===== src/rtl/input_buffer_vc.sv =====
// Per-port NoC input buffer: one FIFO per virtual channel, VC locked from head to tail flit.
// Optional registered per-VC occupancy output occ_o when IB_OCCUPANCY_EN is defined.
module input_buffer_vc #(
   parameter int FLIT_W = 37,
   parameter int N_VC   = 2,
   parameter int DEPTH  = 4
) (
   input  logic              clk,
   input  logic              arst,
   input  logic [FLIT_W-1:0] flit_i,
   input  logic              flit_valid_i,
   output logic              flit_ready_o,
   output logic [FLIT_W-1:0] flit_req_o,
   output logic              flit_valid_o,
   input  logic              flit_ready_i,
   output logic [N_VC-1:0]   vc_full_o
`ifdef IB_OCCUPANCY_EN
   ,
   output logic [N_VC*($clog2(DEPTH)+1)-1:0] occ_o
`endif
);

   localparam int AW = $clog2(DEPTH);

   typedef enum logic {S_IDLE, S_LOCKED} state_t;

   logic [FLIT_W-1:0] r_mem  [N_VC][DEPTH];
   logic [AW:0]       r_wptr [N_VC];
   logic [AW:0]       r_rptr [N_VC];
   state_t            r_state, w_nstate;
   logic              r_lock_vc, w_nlock;
   logic              r_rr, w_nrr;

   logic [N_VC-1:0]   w_empty, w_full;
   logic              w_wvc, w_push;
   logic              w_sel, w_avail, w_discard, w_valid, w_fwd, w_pop;
   logic [FLIT_W-1:0] w_head;

   assign w_wvc        = flit_i[2];
   assign flit_ready_o = !w_full[w_wvc];
   assign w_push       = flit_valid_i && flit_ready_o;
   assign vc_full_o    = w_full;
   assign flit_valid_o = w_valid;
   assign flit_req_o   = w_valid ? w_head : '0;

   // Wrap bit distinguishes full from empty when the low pointer bits match.
   always_comb begin
      for (int v = 0; v < N_VC; v++) begin
         w_empty[v] = (r_wptr[v] == r_rptr[v]);
         w_full[v]  = (r_wptr[v][AW] != r_rptr[v][AW]) &&
                      (r_wptr[v][AW-1:0] == r_rptr[v][AW-1:0]);
      end
   end

   always_comb begin
      w_nstate  = r_state;
      w_nlock   = r_lock_vc;
      w_nrr     = r_rr;
      w_sel     = r_rr;
      w_avail   = 1'b0;
      w_discard = 1'b0;
      w_valid   = 1'b0;
      w_fwd     = 1'b0;
      w_pop     = 1'b0;
      if (r_state == S_LOCKED) begin
         w_sel   = r_lock_vc;
         w_avail = !w_empty[r_lock_vc];
      end else if (!w_empty[r_rr]) begin
         w_sel   = r_rr;
         w_avail = 1'b1;
      end else if (!w_empty[~r_rr]) begin
         w_sel   = ~r_rr;
         w_avail = 1'b1;
      end
      w_head = r_mem[w_sel][r_rptr[w_sel][AW-1:0]];
      // A body flit reaching the head while unlocked is orphaned; drop it silently.
      w_discard = (r_state == S_IDLE) && w_avail && !w_head[0];
      w_valid   = w_avail && !w_discard;
      w_fwd     = w_valid && flit_ready_i;
      w_pop     = w_fwd || w_discard;
      if (w_fwd) begin
         if (r_state == S_IDLE) begin
            w_nrr = ~w_sel;
            if (!w_head[1]) begin
               w_nstate = S_LOCKED;
               w_nlock  = w_sel;
            end
         end else if (w_head[1]) begin
            w_nstate = S_IDLE;
         end
      end
   end

   always_ff @(posedge clk) begin
      if (arst) begin
         for (int v = 0; v < N_VC; v++) begin
            r_wptr[v] <= '0;
            r_rptr[v] <= '0;
         end
         r_state   <= S_IDLE;
         r_lock_vc <= 1'b0;
         r_rr      <= 1'b0;
      end else begin
         for (int v = 0; v < N_VC; v++) begin
            if (w_push && (w_wvc == 1'(v)))
               r_wptr[v] <= r_wptr[v] + (AW+1)'(1);
            if (w_pop && (w_sel == 1'(v)))
               r_rptr[v] <= r_rptr[v] + (AW+1)'(1);
         end
         r_state   <= w_nstate;
         r_lock_vc <= w_nlock;
         r_rr      <= w_nrr;
      end
   end

   // Storage carries no reset; validity is defined entirely by the pointers.
   always_ff @(posedge clk) begin
      if (w_push)
         r_mem[w_wvc][r_wptr[w_wvc][AW-1:0]] <= flit_i;
   end

`ifdef IB_OCCUPANCY_EN
   logic [AW:0] r_occ [N_VC];

   always_ff @(posedge clk) begin
      if (arst) begin
         for (int v = 0; v < N_VC; v++)
            r_occ[v] <= '0;
      end else begin
         for (int v = 0; v < N_VC; v++) begin
            case ({w_push && (w_wvc == 1'(v)), w_pop && (w_sel == 1'(v))})
               2'b10:   r_occ[v] <= r_occ[v] + (AW+1)'(1);
               2'b01:   r_occ[v] <= r_occ[v] - (AW+1)'(1);
               default: r_occ[v] <= r_occ[v];
            endcase
         end
      end
   end

   always_comb begin
      occ_o = '0;
      for (int v = 0; v < N_VC; v++)
         occ_o[v*(AW+1) +: (AW+1)] = r_occ[v];
   end
`endif

endmodule

===== config.mk =====
export PLATFORM = sky130hd
export DESIGN_NAME = input_buffer_vc
export DESIGN_NICKNAME = d
export VERILOG_FILES = /design/src/rtl/input_buffer_vc.sv
export SDC_FILE = /design/constraint.sdc
export NUM_CORES = 1
export LEC_CHECK = 0
export BUFFER_PORTS_ARGS = -buffer_cell sky130_fd_sc_hd__buf_2
export CORE_MARGIN = 1
export CORE_UTILIZATION = 40
export DETAILED_ROUTE_END_ITERATION = 10
export GPL_ROUTABILITY_DRIVEN = 0
export SLEW_MARGIN = 5
export SYNTH_ARGS = -nofsm -noshare
export SYNTH_HDL_FRONTEND = slang
export SYNTH_SLANG_ARGS = --single-unit

===== constraint.sdc =====
create_clock -name clk -period 4.2 [get_ports clk]
set_clock_uncertainty 0.15 [all_clocks]
set_input_delay 0.42 -clock clk [delete_from_list [all_inputs] [get_ports clk]]
set_output_delay 0.42 -clock clk [all_outputs]
set_load 0.05 [all_outputs]

### Yosys cells after proc, flatten, opt, wreduce, memory -nomap -nowiden

Memories as Yosys holds them, arrays and structs flattened.
Cells that the tools add are included.

| word-level totals | value |
|---|---|
| register bits | 3 |
| bits in writable memories | 308 |
| output and inout bits | 41 |
| logic and storage cells | 94 |
| memories | 3 |

| cells by class | value |
|---|---|
| add/subtract/negate cells | 4 |
| order comparisons | 7 |
| equal/unequal tests | 6 |
| mux-type cells | 41 |
| bitwise gates (word level) | 11 |
| reduce and logical (&&, ||, !) cells | 19 |

Memory list:

| memory | depth | bits a word | rd ports | clocked after Yosys merged registers in | write ports | RTL line | source |
|---|---|---|---|---|---|---|---|
| r_mem | 2 | 148 | 1 | 0 | 1 | 27 | `logic [FLIT_W-1:0] r_mem [N_VC][DEPTH];` |
| r_rptr | 2 | 3 | 3 | 0 | 2 | 29 | `logic [AW:0] r_rptr [N_VC];` |
| r_wptr | 2 | 3 | 3 | 0 | 2 | 28 | `logic [AW:0] r_wptr [N_VC];` |

Operators with widths:

| operator | count |
|---|---|
| $mux W148 | 1 |
| $mux W37 | 4 |
| $bmux W37 S2 | 1 |
| $demux W37 S2 | 1 |
| $mux W1 | 30 |
| $add A3 B1 Y3 const B | 4 |
| $logic_and A1 B1 Y1 | 12 |
| $mux W3 | 4 |
| $lt A1 B2 Y1 const B | 4 |
| $eq A3 B3 Y1 | 2 |
| $ge A3 B3 Y1 const B | 2 |
| $not A2 Y3 | 2 |
| $not A1 Y1 | 5 |
| $eq A2 B2 Y1 | 2 |
| $logic_not A1 Y1 | 4 |
| $or A1 B1 Y1 | 4 |
| $lt A3 B1 Y1 const B | 1 |
| $reduce_and A3 Y1 | 1 |
| $ne A1 B1 Y1 | 2 |
| $reduce_and A2 Y1 | 1 |
| $logic_or A1 B1 Y1 | 1 |

### Logic depth before layout (Yosys ltp)

An unclocked memory read counts as a cell.

| logic depth | value |
|---|---|
| depth in word-level cells | 22 |
| depth in mapped cells | 8 |
| gate-level depth less buffers | 6 |

### Worst setup path before layout

No wires, ideal clock.

| timing path | value |
|---|---|
| kind | register -> register |
| start | mem r_rptr[1][0] (netlist bit) |
| end | mem r_mem[0][111] (netlist bit) (enable) |
| setup time | 0.477 ns |
| data arrival time | 4.992 ns |
| data required time | 3.573 ns |
| slack | -1.419 ns |
| stages on the path, launching flop included | 7 |
| path buffers | 0 |
| path through | edfxtp_1 xor2_1 nor2_1 and2_1 mux2i_1 nand3_1 nor3_1 |

RTL lines:

| element | RTL line |
|---|---|
| start: declaration | 29 |
| end: declaration | 27 |

==> key figures <==
Run status
  – Status: finished clean

Synth
  – FF+latch count, synth: roughly 310
  – Library cells used by synthesis: 40
  – Post-Synth Adder-Cell Area: 0.4970%
  – Syn Inst Count: 626
  – Sequential element share of the synthesized area: between 70% and 80%
  – Mux cell area share after synthesis: 13.97%
  – Top FF cell, synth: edfxtp_1
  – Post-Syn Area: 0.01234 mm²
  – Avg Inst Size Synth: 19.71 µm²
  – Largest family of logic cells by synthesized area: multiplexers
  – Synthesized net count: about 670
  – Ys Warns: 0
  – FFs w/ async S/R, synth: 0%
  – Number of synthesized flops with an enable pin: 308
  – Post-synthesis compound-gate area fraction: 3.388%
  – Synth Area in Simple Gates: under 10%
  – Post-Synth XOR/XNOR Area: less than 1%

GRT
  – Number of antenna violations at the first check in global routing: 1
  – Largest net degree at the start of global routing: 39
  – First-pass GRT wire length: 40,940 µm
  – Vias in the first global route: around 6,700
  – Total GRT Usage: 17.81%
  – Grt total ovfl: 0

Floorplan
  – Chip Width: 177.6 µm
  – CORE AREA: 0.02995 mm²
  – Initial core utilization: 41.18%
  – Top Ports: 82
  – Die Height: around 180 µm
  – Num rows: 63
  – DIE AREA: about 0.032 mm²

Clock tree
  – CTS Buffer Depth: 3
  – # clock sinks: 311
  – Worst-Skew Late Latency: 0.55 ns
  – Clk slew on worst S/H paths: ~0.060 ns
  – Clock H-tree levels: 1
  – CTS buffer count: 31
  – CTS tree: yes
  – CTS root buf: clkbuf_16

Timing
  – Final setup margin: 0.1828 ns
  – Worst relative slew slack: 41.19%
  – Fmax: 0.2489 GHz
  – Worst Tran Pin Value: 0.8822 ns
  – Final Cycle Share: 95.65%
  – Final Hold Fails: 0
  – Min Clock Period, post-route: 4.017 ns
  – Setup violators final: 0
  – Slew Viols, Final: 0
  – RSZ-0062 raised after global routing: no

Worst setup path
  – Worst-path fanout max: 13
  – Worst Path Required: 3.63 ns
  – Critical path cell sequence: xor2_1 -> or3_1 -> maj3_2 -> o21a_2 -> a211o_4 -> buf_4 -> a21oi_2 -> buf_2
  – Startpoint types: register
  – Crit-path max cell delay: 0.53 ns
  – Critical path's top delay family: compound AO/OA/AOI/OAI gates
  – Crit path DAT: 3.45 ns
  – Crit end category: output pin
  – Critical path class: register to output pin
  – Worst path bufs/invs: 2
  – Slowest CP cell: edfxtp_1

Routing
  – Post-route ant nets: 0
  – Average wire per standard cell: 22.54 µm
  – Via density: about 5.3
  – Initial DRC count: 575
  – Final WL: around 27,000 µm
  – Via count: about 6,300
  – Drt first pass iters: 5
  – DRC: 0

Final layout
  – Area Overhead vs Synth: 19.06%
  – Share of layout cells above drive strength 1: between 30% and 40%
  – Commonest non-fill, non-tap cells in the layout: edfxtp_1 (308), buf_2 (80), nand2_1 (77)
  – Commonest non-fill, non-tap cell in the layout: edfxtp_1
  – Post-route design area: around 0.015 mm²
  – # nets final: 820

Placed design
  – Post-placement setup slack: 0.7075 ns
  – Port buffer count: 81
  – Post-DP Area: 0.01337 mm²
  – DP Wirelength: 15,400 µm

Flow run
  – Total of max-cap violations: 0

Hold path
  – Worst hold path type: input port to register
-- flip-flops by register name (all words and copies together) (netlist names) --
signal	cells
r_mem	296
r_rptr	6
r_wptr	6
r_lock_vc	1
r_rr	1
r_state	1
-- worst reg2reg max path, delay by kind of cell (launching register included) --
kind                   cells  cell delay [ns]
multiplexers               1             0.31
AND/OR/NAND/NOR            4             0.99
flip-flops                 1             0.49
XOR/XNOR                   1             0.32
buffers and inverters      1             0.41
-- kinds of logic after synthesis --
| family | Yosys count |
|---|---|
| simple gates | 128 |
| mux | 79 |
| fa+ha+maj | 5 |
| buf+inv | 40 |
| xor+xnor | 10 |
| flops | 311 |
| compound gates | 53 |
-- routing by layer --
metal	GRT usage, %	part of all wire, %	vias up
met2	30.68	52	162
met1	23.61	42	3308
met3	2.699	4.7	37
met5	0	0	-
met4	4.594	1.6	0
li1	-	-	2808
-- synth_stat cells, types with 2 or more instances --
cell type / instances / share of area, %
edfxtp_1: 308 / 75
nand2_1: 77 / 2.3
mux4_2: 74 / 14
a21oi_2: 29 / 2.1
nor2_1: 24 / 0.73
clkbuf_1: 16 / 0.49
inv_1: 9 / 0.27
a21oi_1: 7 / 0.28
nor3_1: 7 / 0.28
xor2_1: 6 / 0.43
buf_1: 5 / 0.15
buf_2: 5 / 0.20
buf_6: 5 / 0.46
o21ai_0: 5 / 0.20
ha_1: 4 / 0.41
nand2b_1: 4 / 0.20
or3_1: 4 / 0.20
xnor2_1: 4 / 0.28
dfxtp_1: 3 / 0.49
mux2i_1: 3 / 0.24
nand3_1: 3 / 0.12
a21o_1: 2 / 0.12
nand3b_1: 2 / 0.12
nor2b_1: 2 / 0.10
nor4_1: 2 / 0.10
o21bai_1: 2 / 0.12
-- timing repair --
action / 4_1_cts / 5_1_grt
endpoints found under the setup margin: 0 / 4
hold endpoints to repair: 288 / 0
gates resized for setup: 0 / 2
hold buffers: 36 / 0
setup buffers: 0 / 4
-- per-stage QoR --
stage               setup TNS [ns]  cells  hold slack (ns)  util [%]
floorplan                  -117.70    626           0.3220         -
global placement                 0   1092           0.3480     44.63
detailed placement               0   1092           0.3672     44.63
CTS                              0   1184          0.03522     48.88
global route                     0   1188          0.05870     49.02
finish                           0   1189          0.06793     49.03
-- worst paths after layout --
kind                     start        endpoint  slack, ns  depth (start not counted)
hold reg to reg           r_rr            r_rr       0.40                          2
setup / recovery  r_wptr[0][1]  flit_req_o[28]       0.18                          8
setup reg to reg  r_wptr[1][1]    r_mem[1][85]       1.16                          7
hold / removal            arst         r_state       0.07                          2
-- cell type report --
class,count,area [µm²]
Clock buffer,36,794.5
Fill cell,2505,15270
Inverter,9,33.78
Antenna cell,1,2.502
Sequential cell,311,9309
Tap cell,390,488.0
Clock inverter,20,118.9
Timing Repair Buffer,147,1018
Multi-Input combinational cell,275,2922
Power is left out: the tool's default activity adds up to more than one toggle a clock period on the data nets, which glitch-free logic cannot reach.
